$ cat src/rtl/johnson_ctr_pkg.sv
// johnson_ctr_pkg: shared mode enum and sizing helpers for the phase counter
package johnson_ctr_pkg;
  typedef enum logic {MODE_JOHNSON = 1'b0, MODE_RING = 1'b1} ctr_mode_e;
  function automatic int ph_w(input int width);
    return $clog2(2 * width);
  endfunction
  function automatic logic [63:0] reset_val(input int width, input ctr_mode_e mode);
    return (mode == MODE_RING && width > 0) ? 64'd1 : 64'd0;
  endfunction
endpackage

$ cat src/rtl/ctr_state_decode.sv
// ctr_state_decode: combinational phase index and illegal-state flag from the counter state
module ctr_state_decode
  import johnson_ctr_pkg::*;
#(
  parameter int WIDTH = 4,
  parameter int MODE = 0,
  localparam int PH_W = ph_w(WIDTH)
)(
  input  logic [WIDTH-1:0] q,
  output logic [PH_W-1:0]  phase,
  output logic             err
);
  localparam int PW = PH_W + 1;
  localparam ctr_mode_e M = (MODE != 0) ? MODE_RING : MODE_JOHNSON;
  logic [PW-1:0]   pop;
  logic [PW-1:0]   tr;
  logic [PH_W-1:0] idx;
  // popcount, neighbour transitions and set-bit index feed both legality and phase
  always_comb begin
    pop = '0;
    tr = '0;
    idx = '0;
    for (int k = 0; k < WIDTH; k++) pop = pop + PW'(q[k]);
    for (int k = 0; k < WIDTH - 1; k++) tr = tr + PW'(q[k] ^ q[k+1]);
    for (int k = 0; k < WIDTH; k++) idx = q[k] ? PH_W'(k) : idx;
    err = (M == MODE_RING) ? (pop != PW'(1)) : (tr > PW'(1));
    phase = err ? '0 :
            (M == MODE_RING) ? idx :
            q[WIDTH-1] ? PH_W'(PW'(2 * WIDTH) - pop) : PH_W'(pop);
  end
endmodule

$ cat src/rtl/johnson_ring_ctr_gen.sv
// johnson_ring_ctr_gen: parametrised Johnson / one-hot ring phase counter with wrap pulse
module johnson_ring_ctr_gen
  import johnson_ctr_pkg::*;
#(
  parameter int WIDTH = 4,
  parameter int MODE = 0,
  parameter int SELF_CORRECT = 1,
  localparam int PH_W = ph_w(WIDTH)
)(
  input  logic             i_clk,
  input  logic             i_rst_n,
  input  logic             i_clr,
  input  logic             i_en,
  input  logic             i_dir,
  input  logic             i_load,
  input  logic [WIDTH-1:0] i_load_val,
  output logic [WIDTH-1:0] o_q,
  output logic [PH_W-1:0]  o_phase,
  output logic             o_wrap,
  output logic             o_err
);
  localparam ctr_mode_e M = (MODE != 0) ? MODE_RING : MODE_JOHNSON;
  localparam logic [WIDTH-1:0] RV = WIDTH'(reset_val(WIDTH, M));
  localparam logic [PH_W-1:0] LAST = PH_W'((M == MODE_RING) ? WIDTH - 1 : 2 * WIDTH - 1);
  logic [WIDTH-1:0] q_step;
  logic [WIDTH-1:0] q_nxt;
  logic             fix;
  logic             step;
  logic             wrap_nxt;
  ctr_state_decode #(.WIDTH(WIDTH), .MODE(MODE)) u_dec (
    .q     (o_q),
    .phase (o_phase),
    .err   (o_err)
  );
  // prioritised next state; wrap only on a genuine step across the phase-0 boundary
  always_comb begin
    q_step = (M == MODE_RING) ?
             (i_dir ? {o_q[0], o_q[WIDTH-1:1]} : {o_q[WIDTH-2:0], o_q[WIDTH-1]}) :
             (i_dir ? {~o_q[0], o_q[WIDTH-1:1]} : {o_q[WIDTH-2:0], ~o_q[WIDTH-1]});
    fix = o_err && (SELF_CORRECT != 0);
    step = !i_clr && !i_load && !fix && i_en;
    q_nxt = i_clr ? RV : i_load ? i_load_val : fix ? RV : i_en ? q_step : o_q;
    wrap_nxt = step && !o_err && (i_dir ? (o_phase == '0) : (o_phase == LAST));
  end
  // state register and wrap pulse
  always_ff @(posedge i_clk or negedge i_rst_n) begin
    if (!i_rst_n) begin
      o_q <= RV;
      o_wrap <= 1'b0;
    end else begin
      o_q <= q_nxt;
      o_wrap <= wrap_nxt;
    end
  end
endmodule
$ cat config.mk
export PLATFORM = sky130hd
export DESIGN_NAME = johnson_ring_ctr_gen
export DESIGN_NICKNAME = d
export VERILOG_FILES = /design/src/rtl/johnson_ctr_pkg.sv /design/src/rtl/ctr_state_decode.sv /design/src/rtl/johnson_ring_ctr_gen.sv
export SDC_FILE = /design/constraint.sdc
export NUM_CORES = 1
export LEC_CHECK = 0
export CORE_MARGIN = 5
export CORE_UTILIZATION = 28
export DETAILED_ROUTE_END_ITERATION = 8
export PLACE_DENSITY = 0.56
export SLEW_MARGIN = 20
export SYNTH_ARGS = -nofsm -noshare
export SYNTH_HDL_FRONTEND = slang
export SYNTH_HIERARCHICAL = 1
export SYNTH_SLANG_ARGS = --single-unit
$ cat constraint.sdc
create_clock -name i_clk -period 2.85 [get_ports i_clk]
set_input_delay 0.855 -clock i_clk [delete_from_list [all_inputs] [get_ports i_clk]]
set_output_delay 0.855 -clock i_clk [all_outputs]
set_load 0.03 [all_outputs]
==> results.toml <==
[yosys]
synthCells = 49
synth_flop_cell = "dfrtp_1"
yosysMostFrequentCell = "nor2_1"
synth_edf_count = 0
ys_seq_area_share_pct = 27.7
ys_seq_elements = 5
ys_types = 23
synth_area_leaders = "dfrtp_1, ha_1, nor2_1"
yosysTopAreaCellShare_pct = 27.7
synth_commonest_cells = "nor2_1, dfrtp_1, ha_1, a21oi_1"
synth_async_sr_flop_share_pct = 100
synth_area_leader_cell = "dfrtp_1"
synth.avg_cell_area_um2 = 9.22
yosysWarningCount = 6
synth_area_um2 = 452
synth_fp_nets = 65

[grt]
grt_max_degree = 9
first_global_vias = 470
antenna_found_initial = 0
grt_pass1_wl_um = 2040
overflow = 0
grtUsageTotal_pct = 10.4

[routing]
drt-initial-drc-count = 2
totalWireLength_um = 1280
drc_errors = 0
num_vias = 468
ant_nets = 0
wire_per_inst_um = 13.2
vias_per_cell = 4.82
dr.pass1.iters = 2

[timing]
min_period_over_period_pct = 107
final-setup-viol-count = 2
hold_viol_final = 0
slew_headroom_pct = 78.9
whs_ps = 698
finalCriticalPeriod_ps = 3050
skew_ps = 1.73
worst_slew_pin_slew_ps = 315
rsz0062_at_grt = "yes"
setup_ws_ps = -201
fmax_ghz = 0.328
slew_violations = 0

[clock_network]
cts_made_buffers = 3
clock_path_buffers = 2
clock_latency_ps = 240
clk_pin_slew_ps = 40
clkSinkCount = 5
h-tree-depth = 1
root_buffer = "clkbuf_4"
tritoncts = "yes"
hold_buffers = 0

[critical_path]
max_stage_delay_ps = 480
reg2reg_depth = 11
worst-path-stages = 9
cp_cell_sequence = "fa_1, ha_2, ha_4, inv_2, ha_4, nor2b_4, xnor2_2, nor2_4, buf_6"
crit_top_cell = "ha_4"
critPathBufInv = 2
reg2reg_slack_ps = 70
cp-start-kind = "flop"
cp_top_family = "adder cells"
setup.worst_path.class = "flop to output port"
cp.arrival_ps = 2200
cp.required_ps = 2000
crit_path_max_fanout = 2
slowest_stage = "fa_1"
end_kind = "output port"

[cells_and_area]
final_core_util_pct = 57.2
fill_cells = 138
fin_nets = 98
fin_cells = 97
fin_area_um2 = 872
layout-drive-gt1-share_pct = 46.9
area_delta_synth_final_pct = 93.1
multiInputGateArea_um2 = 433
diodes = 0
final-seq-area_um2 = 129

[floorplanning]
num_rows = 14
ioPinCount = 19
die_w_um = 50.2
core_area_mm2 = 0.00152
die_area_mm2 = 0.00252
start_util_pct = 29.6
fp.dieH_um = 50.2

[place]
io_buffer_count = 18
dpl-instance-area_um2 = 726
post-place-ws_ps = -67.1
place_hpwl_um = 977
dp.cells = 88
place_congestion = 0.779

[power_and_ir_drop]
p_leak_nw = 0.363
max-vdd-ir-drop_mv = 0.279
powerDensity_mw_per_mm2 = 772

[status]
status = "finished, violations left"
violations = "negative setup slack"

[flow_run]
cap_violations = 0

[worst_hold_path]
hold_class = "flop to flop"
min_path_cells = 2
repair_timing:
action / CTS / global route
pin swaps: 7 / 3
cloned: 0 / 0
endpoints found under the setup margin: 3 / 3
resized for setup: 13 / 3
setup buffers: 4 / 1
registers in the layout, summed over array words and instances (netlist names):
register / flops
o_q: 4
o_wrap: 1
per-layer routing:
layer,global-route usage [%],vias up,wire length [um]
met4,3.93,0,0
met2,19.2,9,724
li1,-,242,-
met3,1.78,0,37
met5,0,-,0
met1,11.7,217,523
report_power, final:
part           internal (W)  switching (W)  leakage (nW)
Combinational      0.000248       0.000255         0.285
Clock             0.0000528      0.0000264        0.0150
Sequential        0.0000817     0.00000968        0.0622
worst paths after layout:
| check | startpoint | to |
|---|---|---|
| hold reg to reg | o_q[2] | o_q[2] |
| min in group asynchronous | i_rst_n | o_q[0] |
| setup reg to reg | o_q[1] | o_wrap |
| hold / removal | o_q[2] | o_q[2] |
| setup / recovery | o_q[1] | o_phase[2] |
| max in group asynchronous | i_rst_n | o_q[1] |
stage by stage:
step / setup TNS [ps] / total power (W)
6_report: -378 / 0.000673
5_1_grt: -583 / 0.000721
4_1_cts: -431 / 0.000659
3_5_place_dp: -100 / 0.000453
3_3_place_gp: -67.4 / 0.000452
2_1_floorplan: -108 / 0.000321
cells by family after synthesis:
group	Yosys count	synth area share (%)
xor gates and xnor gates	3	5.82
and+or+nand+nor	20	24.9
AOI/OAI and AO/OA	10	14.4
buffers and inverters	2	1.66
DFF	5	27.7
muxes	3	7.20
adders and majority gates	6	18.3
worst min-delay path: cells and delay by family, from the launching register on:
kind / cells / cell delay (ps)
flops: 1 / 460
simple gates: 2 / 190
layout by cell type (no fill, tap or decap):
master	synthesis	final
a221oi_1	2	2
dfrtp_2	0	3
nor2_4	0	3
buf_6	0	3
nand3b_1	1	1
xnor2_2	0	1
a21o_4	0	1
ha_4	0	4
nor2_1	9	6
and2b_1	1	1
nor3_1	2	2
nor2b_1	2	1
clkbuf_1	0	1
buf_4	0	11
nor3_2	1	1
a21oi_1	3	2
mux2_2	2	2
o21ai_0	2	2
a211oi_1	2	2
xor2_1	2	2
clkbuf_4	0	3
nor2b_4	0	1
a21oi_2	0	1
mux2i_4	0	1
or4b_1	1	1
clkdlybuf4s50_1	0	14
ha_2	0	1
and2_1	1	1
nand4b_1	1	1
dfrtp_1	5	2
or3_1	1	1
inv_2	0	2
fa_1	1	1
final cells by class:
type	count	share of cell area [%]
Multi-Input combinational cell	42	49.6
Timing Repair Buffer	28	29.4
Inverter	2	0.861
Sequential cell	5	14.8
Clock buffer	4	3.01
Tap cell	16	2.30
Note: power is estimated with default switching activity, not from simulation.
